==> src/rtl/struct_table_sched.sv <==
// Round-robin shared access to a constant table of packed-struct entries;
// the granted entry is streamed word-by-word over a valid/ready port.
module struct_table_sched #(
    parameter int unsigned ENTRIES = 3,
    parameter int unsigned WORDS   = 3,
    parameter int unsigned DW      = 32
) (
    input  logic                       clk,
    input  logic                       rst_n,
    input  logic [1:0]                 req,
    input  logic [$clog2(ENTRIES)-1:0] req_idx0,
    input  logic [$clog2(ENTRIES)-1:0] req_idx1,
    output logic [1:0]                 done,
    output logic                       err,
    output logic                       out_valid,
    input  logic                       out_ready,
    output logic [DW-1:0]              out_data,
    output logic                       out_last,
    output logic                       out_src
);
    localparam int unsigned IW = $clog2(ENTRIES);
    localparam int unsigned CW = (WORDS > 1) ? $clog2(WORDS) : 1;
    localparam logic [CW-1:0] LAST_CNT = CW'(WORDS - 1);

    typedef struct packed {
        logic [WORDS-1:0][DW-1:0] word;
    } entry_t;

    typedef enum logic {
        IDLE,
        STREAM
    } state_t;

    entry_t rom [ENTRIES];

    always_comb begin
        for (int unsigned e = 0; e < ENTRIES; e++) begin
            for (int unsigned w = 0; w < WORDS; w++) begin
                rom[e].word[w] = {4'(e + 1), (DW-4)'(w)};
            end
        end
    end

    state_t          state_q, state_d;
    logic            src_q, src_d;
    logic [IW-1:0]   idx_q, idx_d;
    logic [CW-1:0]   cnt_q, cnt_d;
    logic            rr_q, rr_d;
    logic [1:0]      done_q, done_d;
    logic            err_q, err_d;
    logic            out_valid_q, out_valid_d;
    logic [DW-1:0]   out_data_q, out_data_d;
    logic            out_last_q, out_last_d;
    logic            out_src_q, out_src_d;

    logic [1:0]      eligible;
    logic            grant_src;
    logic [IW-1:0]   grant_idx;
    logic [CW-1:0]   cnt_nxt;
    entry_t          cur_entry;

    always_comb begin
        state_d     = state_q;
        src_d       = src_q;
        idx_d       = idx_q;
        cnt_d       = cnt_q;
        rr_d        = rr_q;
        done_d      = '0;
        err_d       = 1'b0;
        out_valid_d = out_valid_q;
        out_data_d  = out_data_q;
        out_last_d  = out_last_q;
        out_src_d   = out_src_q;

        // done_q masks a requester still lowering req right after its completion
        eligible  = req & ~done_q;
        grant_src = (eligible == 2'b11) ? ~rr_q : eligible[1];
        grant_idx = grant_src ? req_idx1 : req_idx0;
        cnt_nxt   = cnt_q + CW'(1);
        cur_entry = rom[idx_q];

        case (state_q)
            IDLE: begin
                if (eligible != 2'b00) begin
                    src_d = grant_src;
                    idx_d = grant_idx;
                    if (32'(grant_idx) >= 32'(ENTRIES)) begin
                        err_d             = 1'b1;
                        done_d[grant_src] = 1'b1;
                        rr_d              = grant_src;
                    end else begin
                        state_d = STREAM;
                        cnt_d   = '0;
                    end
                end
            end
            STREAM: begin
                // First cycle in STREAM loads the output register; later cycles advance on transfer
                if (!out_valid_q) begin
                    out_valid_d = 1'b1;
                    out_data_d  = cur_entry.word[cnt_q];
                    out_last_d  = (cnt_q == LAST_CNT);
                    out_src_d   = src_q;
                end else if (out_ready) begin
                    if (out_last_q) begin
                        state_d        = IDLE;
                        out_valid_d    = 1'b0;
                        out_last_d     = 1'b0;
                        done_d[src_q]  = 1'b1;
                        rr_d           = src_q;
                    end else begin
                        cnt_d      = cnt_nxt;
                        out_data_d = cur_entry.word[cnt_nxt];
                        out_last_d = (cnt_nxt == LAST_CNT);
                    end
                end
            end
            default: state_d = IDLE;
        endcase
    end

    always_ff @(posedge clk) begin
        if (!rst_n) begin
            state_q     <= IDLE;
            src_q       <= 1'b0;
            idx_q       <= '0;
            cnt_q       <= '0;
            rr_q        <= 1'b1;
            done_q      <= '0;
            err_q       <= 1'b0;
            out_valid_q <= 1'b0;
            out_data_q  <= '0;
            out_last_q  <= 1'b0;
            out_src_q   <= 1'b0;
        end else begin
            state_q     <= state_d;
            src_q       <= src_d;
            idx_q       <= idx_d;
            cnt_q       <= cnt_d;
            rr_q        <= rr_d;
            done_q      <= done_d;
            err_q       <= err_d;
            out_valid_q <= out_valid_d;
            out_data_q  <= out_data_d;
            out_last_q  <= out_last_d;
            out_src_q   <= out_src_d;
        end
    end

    assign done      = done_q;
    assign err       = err_q;
    assign out_valid = out_valid_q;
    assign out_data  = out_data_q;
    assign out_last  = out_last_q;
    assign out_src   = out_src_q;

endmodule

==> config.mk <==
export PLATFORM = sky130hd
export DESIGN_NAME = struct_table_sched
export DESIGN_NICKNAME = d
export VERILOG_FILES = /design/src/rtl/struct_table_sched.sv
export SDC_FILE = /design/constraint.sdc
export NUM_CORES = 1
export LEC_CHECK = 0
export ABC_AREA = 1
export ABC_CLOCK_PERIOD_IN_PS = 3200
export BUFFER_PORTS_ARGS = -buffer_cell sky130_fd_sc_hd__buf_2
export CORE_MARGIN = 10
export CORE_UTILIZATION = 30
export CTS_CLUSTER_DIAMETER = 200
export DETAILED_ROUTE_END_ITERATION = 6
export GPL_TIMING_DRIVEN = 0
export HOLD_SLACK_MARGIN = 0.12
export PLACE_DENSITY = 0.5
export SLEW_MARGIN = 10
export SYNTH_ARGS = -nofsm -noshare
export SYNTH_HDL_FRONTEND = slang
export SYNTH_SLANG_ARGS = --single-unit
==> constraint.sdc <==
create_clock -name clk -period 3.2 [get_ports clk]
set_input_delay 0.64 -clock clk [delete_from_list [all_inputs] [get_ports clk]]
set_output_delay 0.64 -clock clk [all_outputs]
set_load 0.005 [all_outputs]
After elaboration in Yosys (flattened, before gate mapping)
Cells that the tools add are included.

$add $sub $neg: 1. $lt $le $gt $ge: 8. Equal/unequal tests: 12. Muxes and demuxes: 44. Bitwise logic cells: 8. Reductions and logical operators: 10.

Operators by type and width (number): $bmux 96 s2 (1); $mux 96 (2); $mux 32 (5); $bmux 32 s2 (2); $mux 2 (11); $mux 1 (17); $ne 2x2->1 const B (7); $reduce_and 5->1 (2); $pmux 2 s2 (2); $eq 2x2->1 const B (3); $lt 2x3->1 const B (2); $reduce_and 2->1 (3); $not 1->1 (5); $lt 1x2->1 const B (2); $ne 2x1->1 const B (2); $pmux 1 s2 (2); $ge 3x3->1 const B (1); $not 2->3 (1); $reduce_and 3->1 (1); $reduce_or 3->1 (1); $add 2x1->2 const B (1); $and 2x2->2 (1); $demux 1 s1 (2); $ge 1x1->1 const B (2); 4 further kinds (5).

Register bits: 45. Input bits: 9. Output and inout port bits: 38. Logic and storage cells: 94.

Depth between registers and ports, before layout
Word-level depth: 11. Gate-level depth with buffers: 11. Mapped depth without buffers: 11.

Worst setup path before layout
OpenSTA, ideal clock, no wires.

Path kind: input port to flip-flop. Start point: in req[1]. End point: reg rr_q. Library setup time: 0.120 ns. Arrival time: 1.388 ns. Required time: 3.080 ns. Slack: 1.692 ns. Stages: 9. Path buffers: 0. Path through: inv_1 -> nor2_4 -> inv_2 -> a21oi_4 -> inv_2 -> a21oi_2 -> nand2_1 -> nand3_1 -> nand3_1.

Cells in the longest elaborated chain, start to end: 7. Elaborated cells between the ends (all ways): 12. Classes of those cells: 1 x order compare; 3 x eq/ne; 5 x mux; 1 x bitwise; 2 x reduce/logical.

Ends and longest elaborated chain: start, declared (line 10) `input logic [1:0] req,`; $and 2x2->2 * (line 76) `eligible = req & ~done_q;`; $eq 2x2->1 (line 77) `grant_src = (eligible == 2'b11) ? ~rr_q : eligible[1];`; $mux 1 (line 77); $mux 2 (line 78) `grant_idx = grant_src ? req_idx1 : req_idx0;`; $ge 2x2->1 (line 87) `if (32'(grant_idx) >= 32'(ENTRIES)) begin`; $ne 2x2->1 (no source line); $reduce_and 5->1 (no source line); end signal, assigned (line 140) `rr_q <= rr_d;`; end, declared (line 48) `logic rr_q, rr_d;`.

Mark *: on every way between the ends. The rest lies on a longest branch, timed or not. The select of a mux whose other input is x is not followed. A chain may end at the register's enable or synchronous reset.

Worst setup path in the final report
Start point: reg cnt_q[0]. End point: reg out_data_q[28], in the netlist out_data[28].

Cells in the longest elaborated chain, start to end: 6. Elaborated cells between the ends (all ways): 8. Classes of those cells: 1 x add/sub; 7 x mux.

Ends and longest elaborated chain: start, declared (line 47) `logic [CW-1:0] cnt_q, cnt_d;`; start signal, assigned (line 139) `cnt_q <= cnt_d;`; $add 2x1->2 (line 79) `cnt_nxt = cnt_q + CW'(1);`; $bmux 32 s2 (line 113) `out_data_d = cur_entry.word[cnt_nxt];`; $mux 32 (not written as such) (line 113); $mux 32 (line 105) `if (out_last_q) begin`; $mux 32 (line 104) `end else if (out_ready) begin`; $mux 32 * (line 99) `if (!out_valid_q) begin`; end signal, assigned (line 144) `out_data_q <= out_data_d;`; end, declared (line 52) `logic [DW-1:0] out_data_q, out_data_d;`.

Marks and branches as above.

==> impl_metrics.sql <==
INSERT INTO impl_metrics (metric_group, metric, value, unit) VALUES
('outcome', 'run_status', 'completed', ''),
('clocking', 'cts-buffers-inserted', '3', ''),
('floorplanning', 'placement_rows', '22', ''),
('sta', 'fmaxAchievable', '671', 'MHz'),
('synthesis', 'synthTopCellsByArea', 'sky130_fd_sc_hd__dfxtp_1, sky130_fd_sc_hd__buf_4, sky130_fd_sc_hd__nand2_1', ''),
('drt', 'dr.pass1.iters', '4', ''),
('sta', 'clock-skew-final', '0.00397', 'ns'),
('sta', 'grt_setup_unrepaired', 'false', ''),
('clocking', 'root_buffer', 'sky130_fd_sc_hd__clkbuf_8', ''),
('synthesis', 'distinct_cell_type_count_after_synthesis', '31', ''),
('floorplanning', 'design.die.area', '6810', 'um^2'),
('drt', 'postRouteAntennaNets', '0', ''),
('clocking', 'clock_sink_count', '17', ''),
('synthesis', 'synth-seq-cells', '17', ''),
('clocking', 'cts-resized-gates', '0', ''),
('grt', 'grt_pass1_vias', '1014', ''),
('pwr', 'power', '0.600', 'mW'),
('hold_path', 'timing.hold.worst.start', 'src_q', ''),
('layout', 'final.fill_count', '406', ''),
('synthesis', 'syn_avg_cell_area', '7.76', 'um^2'),
('setup_path', 'reg2reg_from', 'cnt_q[0]', ''),
('synthesis', 'synth.cells.most_frequent', 'sky130_fd_sc_hd__buf_4, sky130_fd_sc_hd__nand2_1, sky130_fd_sc_hd__dfxtp_1', ''),
('floorplanning', 'die_ht', '82.5', 'um'),
('synthesis', 'syn_area', '1170', 'um^2'),
('setup_path', 'critical_path_class', 'register to register', ''),
('pwr', 'worst_ir_drop_vdd', '0.000166', 'V'),
('setup_path', 'reg2reg_slack', '1.71', 'ns'),
('sta', 'report.final.hold_viol_count', '0', ''),
('synthesis', 'post-synth-top-count-cell', 'sky130_fd_sc_hd__buf_4', ''),
('setup_path', 'critical_path_required', '3.40', 'ns'),
('synthesis', 'synth_top_area_cell', 'sky130_fd_sc_hd__dfxtp_1', ''),
('grt', 'global_route.usage.met3', '0.0324', ''),
('sta', 'final.setup.tns', '0', 'ns'),
('layout', 'layout-drive-gt1-share', '0.405', ''),
('grt', 'grt_max_degree', '11', ''),
('pwr', 'cellPowerDensity', '408', 'nW/um^2'),
('drt', 'avgRoutedWirePerCell', '10.6', 'um'),
('setup_path', 'crit_path_max_fanout', '6', ''),
('clocking', 'cts.hold.buffers_added', '0', ''),
('clocking', 'post-cts-setup-buffers', '0', ''),
('floorplanning', 'pin_count', '47', ''),
('hold_path', 'timing.hold.worst.class', 'register to register', ''),
('floorplanning', 'fp.dieW', '82.5', 'um'),
('drt', 'drc', '0', ''),
('hold_path', 'number_of_cells_on_the_worst_hold_path', '2', ''),
('setup_path', 'setup.worst_path.end_class', 'register', ''),
('drt', 'finalWirelength', '2630', 'um'),
('grt', 'grt_antenna_before_repair', '0', ''),
('grt', 'gr-usage-met1', '0.0816', ''),
('sta', 'min_period_over_period', '0.466', ''),
('synthesis', 'yosysWarningCount', '0', ''),
('placement', 'dpl_cell_area', '1420', 'um^2'),
('synthesis', 'yosys_most_used_dff', 'sky130_fd_sc_hd__dfxtp_1', ''),
('clocking', 'tritoncts_clock_tree', 'yes', ''),
('grt', 'grt_pass1_wl', '4520', 'um'),
('pwr', 'p_leak', '0.750', 'nW'),
('job', 'max_cap_viol_count', '0', ''),
('layout', 'final_area', '1470', 'um^2'),
('synthesis', 'synth.yosys.seq_area_share', '0.290', ''),
('setup_path', 'timing.critical_path.arrival', '1.69', 'ns'),
('floorplanning', 'effective_utilization_at_floorplan', '0.315', ''),
('setup_path', 'number_of_cells_on_the_worst_reg_to_reg_path', '7', ''),
('synthesis', 'synth_top_cell_area_share', '0.290', ''),
('placement', 'dpl.hpwl', '2270', 'um'),
('clocking', 'cts.path.max_buffers', '2', ''),
('clocking', 'clkLatencyLatePin', '0.25', 'ns'),
('layout', 'diodes', '0', ''),
('clocking', 'cts-htree-levels', '1', ''),
('clocking', 'cts.reportedPaths.clkPinSlew', '0.07', 'ns'),
('grt', 'top_usage_layer', 'met2', ''),
('drt', 'detail_route.iter0.violations', '31', '');
[state kept, by name (all words and copies together), names as in the netlist]
| signal | flops |
|---|---|
| src_q | 1 |
| out_src | 1 |
| cnt_q | 2 |
| state_q | 1 |
| done | 2 |
| out_last | 1 |
| out_data | 4 |
| rr_q | 1 |
| out_valid | 1 |
| idx_q | 2 |
| err | 1 |
[area by class of cell]
cell class	instances	area (um^2)	share of cell area
inverter	20	90.1	0.0613
clock buffer	4	45.0	0.0307
timing repair buffer	18	90.1	0.0613
sequential	17	340	0.232
multi-input combinational	112	628	0.428
buffer	29	215	0.147
tap	48	60.1	0.0409
[kinds of logic (layout without fill, tap and decap cells)]
kind of cell,after synthesis,in the layout,synth area share
adders and majority gates,5,5,0.0534
buffers and inverters,49,71,0.260
AOI/OAI and AO/OA,27,27,0.166
other,1,28,0.00320
and+or+nand+nor,52,52,0.226
DFF,17,17,0.290
[how the worst max path moves through the flow]
| stage | start | end | slack (ns) | cells after the start |
|---|---|---|---|---|
| after floorplan | req[1] | rr_q | 1.69 | 9 |
| after global placement | req[1] | rr_q | 1.47 | 10 |
| after detailed placement | req[1] | rr_q | 1.43 | 10 |
| after CTS | cnt_q[0] | out_data[28] | 1.70 | 7 |
| after global routing | cnt_q[0] | out_data[28] | 1.51 | 7 |
| final | cnt_q[0] | out_data[28] | 1.71 | 7 |
[per-layer routing]
layer | vias to the layer above | share of wire
li1 | 536 | -
met3 | 2 | 0.10
met1 | 399 | 0.37
met2 | 26 | 0.52
met5 | - | 0
met4 | 0 | 0.0057
[worst max-delay path: stages, from the launching register on]
cell and delay, ns:
sky130_fd_sc_hd__dfxtp_1 0.44, sky130_fd_sc_hd__inv_2 0.09, sky130_fd_sc_hd__ha_1 0.33, sky130_fd_sc_hd__nor2_1 0.21
sky130_fd_sc_hd__nand3_1 0.12, sky130_fd_sc_hd__o2111ai_2 0.10, sky130_fd_sc_hd__o211ai_2 0.11, sky130_fd_sc_hd__inv_2 0.05
[report_power, final]
group / switching, mW / internal (mW) / leakage (nW)
Sequential: 0.0191 / 0.234 / 0.140
Combinational: 0.102 / 0.0827 / 0.587
Clock: 0.0732 / 0.0882 / 0.0228
Total: 0.194 / 0.405 / 0.750
[layout by cell type (no fill, tap or decap), types with 3 or more instances in the layout]
cell type	instances
sky130_fd_sc_hd__buf_4	28
sky130_fd_sc_hd__conb_1	28
sky130_fd_sc_hd__nand2_1	20
sky130_fd_sc_hd__buf_2	19
sky130_fd_sc_hd__dfxtp_1	17
sky130_fd_sc_hd__inv_1	9
sky130_fd_sc_hd__inv_2	9
sky130_fd_sc_hd__a21oi_1	9
sky130_fd_sc_hd__nand3_1	9
sky130_fd_sc_hd__nor2_1	8
sky130_fd_sc_hd__nand2_2	7
sky130_fd_sc_hd__ha_1	5
sky130_fd_sc_hd__a21oi_2	3
sky130_fd_sc_hd__o21ai_1	3
sky130_fd_sc_hd__clkbuf_8	3
[metrics by stage]
step | hold slack (ns) | utilization | setup WS [ns]
6_report | 0.459 | 0.395 | 1.71
3_3_place_gp | 0.452 | 0.383 | 1.47
5_1_grt | 0.500 | 0.395 | 1.51
4_1_cts | 0.462 | 0.395 | 1.70
3_5_place_dp | 0.451 | 0.383 | 1.43
2_1_floorplan | 0.439 | - | 1.69
(Power assumes the default switching activity.)
